==> config.mk <==
export PLATFORM = sky130hd
export DESIGN_NAME = load_sequencer
export DESIGN_NICKNAME = d
export VERILOG_FILES = /design/src/rtl/load_sequencer_pkg.sv /design/src/rtl/dataload_word_counter.sv /design/src/rtl/load_sequencer.sv
export SDC_FILE = /design/constraint.sdc
export NUM_CORES = 1
export LEC_CHECK = 0
export CAP_MARGIN = 25
export CORE_MARGIN = 2
export CORE_UTILIZATION = 38
export CTS_CLUSTER_SIZE = 10
export DETAILED_ROUTE_END_ITERATION = 10
export PLACE_DENSITY = 0.71
export RECOVER_POWER = 25
export SETUP_SLACK_MARGIN = 0.3
export SYNTH_ARGS = -nofsm -noshare
export SYNTH_HDL_FRONTEND = slang
export SYNTH_SLANG_ARGS = --single-unit
==> constraint.sdc <==
create_clock -name clk -period 2.65 [get_ports clk]
set_input_delay 0.53 -clock clk [delete_from_list [all_inputs] [get_ports clk]]
set_output_delay 0.53 -clock clk [all_outputs]
set_load 0.005 [all_outputs]
==> src/rtl/load_sequencer_pkg.sv <==
// Shared types and constants for the load sequencer and its word counter.
package load_sequencer_pkg;

    typedef enum logic [2:0] {
        ST_IDLE     = 3'd0,
        ST_LOAD_W   = 3'd1,
        ST_LOAD_I   = 3'd2,
        ST_WAIT_ACK = 3'd3,
        ST_DONE     = 3'd4
    } state_t;

    localparam logic LOAD_WEIGHT = 1'b0;
    localparam logic LOAD_INPUT  = 1'b1;

    localparam int DEF_INPUT_WORDS  = 8;
    localparam int DEF_WEIGHT_WORDS = 1;

    // Counter width able to hold 0..n-1 (at least one bit).
    function automatic int cnt_width(input int n);
        return (n <= 2) ? 1 : $clog2(n);
    endfunction

endpackage

==> src/rtl/dataload_word_counter.sv <==
// Per-phase word counter: counts accepted words, flags the last one of a phase.
module dataload_word_counter
    import load_sequencer_pkg::*;
#(
    parameter int MAX_COUNT = DEF_INPUT_WORDS,
    parameter int CW        = cnt_width(MAX_COUNT)
) (
    input  logic          clk,
    input  logic          rst,
    input  logic          clr,
    input  logic          inc,
    input  logic [CW-1:0] last,
    output logic          tc
);

    logic [CW-1:0] count;

    // Count up on each increment; clear wins over increment.
    always_ff @(posedge clk or posedge rst) begin
        if (rst)
            count <= '0;
        else if (clr)
            count <= '0;
        else if (inc)
            count <= count + 1'b1;
    end

    // Terminal count is asserted in the cycle the final word of the phase is taken.
    always_comb begin
        tc = inc && (count == last);
    end

endmodule

==> src/rtl/load_sequencer.sv <==
// Streams weight then input words per group into the dataload block,
// hands each loaded group to the compute side and waits for its ack.
module load_sequencer
    import load_sequencer_pkg::*;
#(
    parameter int INPUT_WORDS  = DEF_INPUT_WORDS,
    parameter int WEIGHT_WORDS = DEF_WEIGHT_WORDS,
    parameter int GRP_W        = 8
) (
    input  logic             clk,
    input  logic             rst,
    input  logic             start_i,
    input  logic [GRP_W-1:0] num_groups_i,
    input  logic             abort_i,
    input  logic             s_valid_i,
    input  logic [31:0]      s_data_i,
    output logic             s_ready_o,
    output logic             load_en_o,
    output logic             load_type_o,
    output logic [31:0]      load_data_o,
    output logic             grp_ready_o,
    input  logic             grp_ack_i,
    output logic             busy_o,
    output logic             done_o
);

    localparam int MAX_WORDS = (INPUT_WORDS > WEIGHT_WORDS) ? INPUT_WORDS : WEIGHT_WORDS;
    localparam int CW        = cnt_width(MAX_WORDS);

    state_t           state, state_nxt;
    logic             xfer;
    logic             phase_last;
    logic             cnt_clr;
    logic [CW-1:0]    cnt_last;
    logic [GRP_W-1:0] grp_rem;

    assign xfer = s_valid_i && s_ready_o;

    // State register.
    always_ff @(posedge clk or posedge rst) begin
        if (rst)
            state <= ST_IDLE;
        else
            state <= state_nxt;
    end

    // Next-state: phase advances on terminal count, abort overrides everything.
    always_comb begin
        state_nxt = state;
        case (state)
            ST_IDLE:     if (start_i) state_nxt = (num_groups_i != '0) ? ST_LOAD_W : ST_DONE;
            ST_LOAD_W:   if (phase_last) state_nxt = ST_LOAD_I;
            ST_LOAD_I:   if (phase_last) state_nxt = ST_WAIT_ACK;
            ST_WAIT_ACK: if (grp_ack_i) state_nxt = (grp_rem == GRP_W'(1)) ? ST_DONE : ST_LOAD_W;
            ST_DONE:     state_nxt = ST_IDLE;
            default:     state_nxt = ST_IDLE;
        endcase
        if (abort_i && state != ST_IDLE)
            state_nxt = ST_IDLE;
    end

    // State-decoded outputs; all zero in IDLE, hence during reset.
    always_comb begin
        s_ready_o = (state == ST_LOAD_W) || (state == ST_LOAD_I);
        busy_o    = (state != ST_IDLE);
        done_o    = (state == ST_DONE);
    end

    // Word counter restarts on any state change, including abort.
    always_comb begin
        cnt_clr  = (state_nxt != state);
        cnt_last = (state == ST_LOAD_W) ? CW'(WEIGHT_WORDS - 1) : CW'(INPUT_WORDS - 1);
    end

    dataload_word_counter #(
        .MAX_COUNT (MAX_WORDS),
        .CW        (CW)
    ) u_word_cnt (
        .clk  (clk),
        .rst  (rst),
        .clr  (cnt_clr),
        .inc  (xfer),
        .last (cnt_last),
        .tc   (phase_last)
    );

    // Remaining-group count: loaded on start, stepped down per acked group.
    always_ff @(posedge clk or posedge rst) begin
        if (rst)
            grp_rem <= '0;
        else if (state == ST_IDLE && start_i)
            grp_rem <= num_groups_i;
        else if (abort_i && state != ST_IDLE)
            grp_rem <= '0;
        else if (state == ST_WAIT_ACK && grp_ack_i)
            grp_rem <= grp_rem - 1'b1;
    end

    // Register each accepted word toward the dataload block (one-cycle latency).
    always_ff @(posedge clk or posedge rst) begin
        if (rst) begin
            load_en_o   <= 1'b0;
            load_type_o <= LOAD_WEIGHT;
            load_data_o <= '0;
        end else begin
            load_en_o <= xfer;
            if (xfer) begin
                load_data_o <= s_data_i;
                load_type_o <= (state == ST_LOAD_I) ? LOAD_INPUT : LOAD_WEIGHT;
            end
        end
    end

    // Group-ready mirrors residency in WAIT_ACK, registered.
    always_ff @(posedge clk or posedge rst) begin
        if (rst)
            grp_ready_o <= 1'b0;
        else
            grp_ready_o <= (state_nxt == ST_WAIT_ACK);
    end

endmodule

==> results.sh <==
export IMPL_status="complete, no violations"
export IMPL_start_kind="flop"
export IMPL_power_leakage_nw=1.36
export IMPL_grt_max_degree=29
export IMPL_root_buffer="clkbuf_8"
export IMPL_synth_xor_area_share=0.0273
export IMPL_setup_tns_ns=0
export IMPL_synth_fp_nets=235
export IMPL_max_freq_mhz=448
export IMPL_core_um2=5820
export IMPL_p_per_area_nw_per_um2=1030
export IMPL_crit_slowest_cell="dfrtp_1"
export IMPL_crit_fanout=12
export IMPL_ys_types=45
export IMPL_n_antenna_cell=0
export IMPL_synth_warnings=0
export IMPL_drt_initial_drc_count=29
export IMPL_synthSimpleGateAreaFrac=0.139
export IMPL_critPathBufInv=1
export IMPL_layout_commonest_cell="clkdlybuf4s50_1"
export IMPL_die_y_um=80.9
export IMPL_syn_inst=186
export IMPL_hp_class="flop to flop"
export IMPL_drv_slew=0
export IMPL_ys_ff_latch=49
export IMPL_grtUsageTotal=0.149
export IMPL_critPathMaxStageDelay_ns=0.52
export IMPL_firstDrtPassIters=4
export IMPL_setup_viol=0
export IMPL_ir_drop_v=0.000439
export IMPL_crit_family="flip-flops"
export IMPL_grt_pass1_vias=1633
export IMPL_die_w_um=80.9
export IMPL_syn_to_final_growth_pct=45.7
export IMPL_slew_headroom=0.404
export IMPL_grt_pass1_wl_um=7420
export IMPL_min_period_over_period=0.842
export IMPL_final_layout_size_suffix_gt1_frac=0.159
export IMPL_tightest_slew_ns=0.894
export IMPL_grt_overflow=0
export IMPL_synth_ff_type="dfrtp_1"
export IMPL_clk_pin_slew_ns=0.08
export IMPL_path_class="flop to primary output"
export IMPL_wire_per_inst_um=13.7
export IMPL_wirelength_um=4710
export IMPL_ant_nets=0
export IMPL_synth_fa_ha_area_frac=0.0167
export IMPL_period_minus_slack_ns=2.23
export IMPL_place_congestion=0.878
export IMPL_synth_compound_area_frac=0.0746
export IMPL_rows=28
export IMPL_nets=319
export IMPL_synth_top_family_by_area="multiplexers"
export IMPL_io_pins=84
export IMPL_ys_seq_area_frac=0.546
export IMPL_finalHoldViolations=0
export IMPL_dieArea_um2=6540
export IMPL_arrival_ns=1.70
export IMPL_cts_htree_levels=2
export IMPL_antenna_found_initial=0
export IMPL_netlist_area_um2=2250
export IMPL_cp_end_kind="primary output"
export IMPL_start_util=0.386
export IMPL_required_ns=2.12
export IMPL_synth_edf_count=0
export IMPL_cts_tree="built"
export IMPL_avgSynthCellArea_um2=12.1
export IMPL_n_fill_cell=526
export IMPL_worstPathCellList="or3_1 > clkdlybuf4s50_1"
export IMPL_hpwlAfterDp_um=3480
export IMPL_vias_per_cell=4.98
export IMPL_layout_common_cells="clkdlybuf4s50_1 (82), dfrtp_1 (48), mux2_2 (27)"
export IMPL_synth_mux_area_frac=0.165
export IMPL_async_reset_ff_frac=1.00
export IMPL_io_buffer_count=83
export IMPL_finClkSkew_ns=0.00251
export IMPL_cts_sinks=49
export IMPL_rsz0062_at_grt="no"
export IMPL_cts_buffers_inserted=5
export IMPL_post_cts_setup_buffers=0
export IMPL_cap_violations=0
export IMPL_clk_latency_ns=0.29
export IMPL_num_vias=1718
export IMPL_whs_ns=0.487
export IMPL_clk_path_buf_depth=2
export IMPL_drcViolationCount=0
## cells in the mapped netlist, types with 2 or more instances
| master | number | area (µm²) |
|---|---|---|
| dfrtp_1 | 49 | 1230 |
| mux2_2 | 27 | 304 |
| nand2_1 | 10 | 37.5 |
| nor2_1 | 8 | 30.0 |
| buf_2 | 7 | 35.0 |
| nor3_1 | 6 | 30.0 |
| o21ai_0 | 6 | 30.0 |
| a21oi_1 | 5 | 25.0 |
| mux2_1 | 5 | 56.3 |
| nand3_1 | 5 | 25.0 |
| inv_1 | 4 | 15.0 |
| nor2b_1 | 4 | 25.0 |
| xnor2_1 | 4 | 35.0 |
| ha_1 | 3 | 37.5 |
| nand4_1 | 3 | 18.8 |
| nor4_1 | 3 | 18.8 |
| xor2_1 | 3 | 26.3 |
| a211oi_1 | 2 | 15.0 |
| a31oi_1 | 2 | 12.5 |
| and4_1 | 2 | 17.5 |
| and4b_1 | 2 | 20.0 |
| o21a_1 | 2 | 15.0 |
| o22a_1 | 2 | 17.5 |
## per-stage QoR
stage / setup slack (ns) / utilization / power (mW) / area [µm²] / cells
3_3_place_gp: 0.476 / 0.546 / 2.87 / 3180 / 338
2_1_floorplan: 0.947 / - / 2.09 / 2250 / 186
3_5_place_dp: 0.458 / 0.546 / 2.91 / 3180 / 338
4_1_cts: 0.313 / 0.564 / 3.43 / 3280 / 345
5_1_grt: 0.211 / 0.563 / 3.64 / 3270 / 345
6_report: 0.418 / 0.563 / 3.38 / 3270 / 345
## logic make-up after synthesis
group / count (synthesis)
xor gates and xnor gates: 7
muxes: 33
DFF: 49
buffers and inverters: 14
and+or+nand+nor: 54
adders and majority gates: 3
AOI/OAI and AO/OA: 26
## cell type report
class / instances / area (µm²) / area share
inverter: 4 / 15.0 / 0.00459
multi-input combinational: 123 / 963 / 0.294
clock inverter: 2 / 35.0 / 0.0107
clock buffer: 5 / 68.8 / 0.0210
tap: 75 / 93.8 / 0.0287
sequential: 49 / 1230 / 0.375
timing repair buffer: 87 / 871 / 0.266
## flip-flops by register name (all words and copies together), names as in the netlist
| name | cells |
|---|---|
| u_word_cnt.count | 3 |
| load_type_o | 1 |
| load_en_o | 1 |
| state | 3 |
| load_data_o | 32 |
| grp_ready_o | 1 |
| grp_rem | 8 |
## layer usage
| metal | share of wire | up-vias | track usage | wire length, µm |
|---|---|---|---|---|
| li1 | - | 830 | - | - |
| met1 | 0.46 | 819 | 0.197 | 2170 |
| met2 | 0.44 | 63 | 0.230 | 2100 |
| met3 | 0.080 | 6 | 0.0433 | 376 |
| met4 | 0.015 | 0 | 0.0610 | 72 |
| met5 | 0 | - | 0 | 0 |
## report_power, final
group | total [mW] | leakage [nW] | internal, mW | switching (mW)
sequential | 1.31 | 0.599 | 1.09 | 0.220
combinational | 1.57 | 0.706 | 1.01 | 0.555
clock | 0.504 | 0.0540 | 0.274 | 0.230
total | 3.38 | 1.36 | 2.38 | 1.01
## final timing paths
path                            startpoint               to  depth (start not counted)  slack [ns]
max in group asynchronous              rst         state[0]                          3        0.62
hold / removal             load_data_o[22]  load_data_o[22]                          1        0.49
setup reg to reg                grp_rem[0]       grp_rem[6]                          6        0.76
min in group asynchronous              rst  load_data_o[21]                          2        0.86
setup / recovery                  state[1]           busy_o                          2        0.42
hold reg to reg            load_data_o[22]  load_data_o[22]                          1        0.49
## repair_timing
item	4_1_cts	5_1_grt
setup endpoints to repair	0	1
gates resized for setup	0	2
hold buffers	0	0
(Power assumes the default switching activity.)
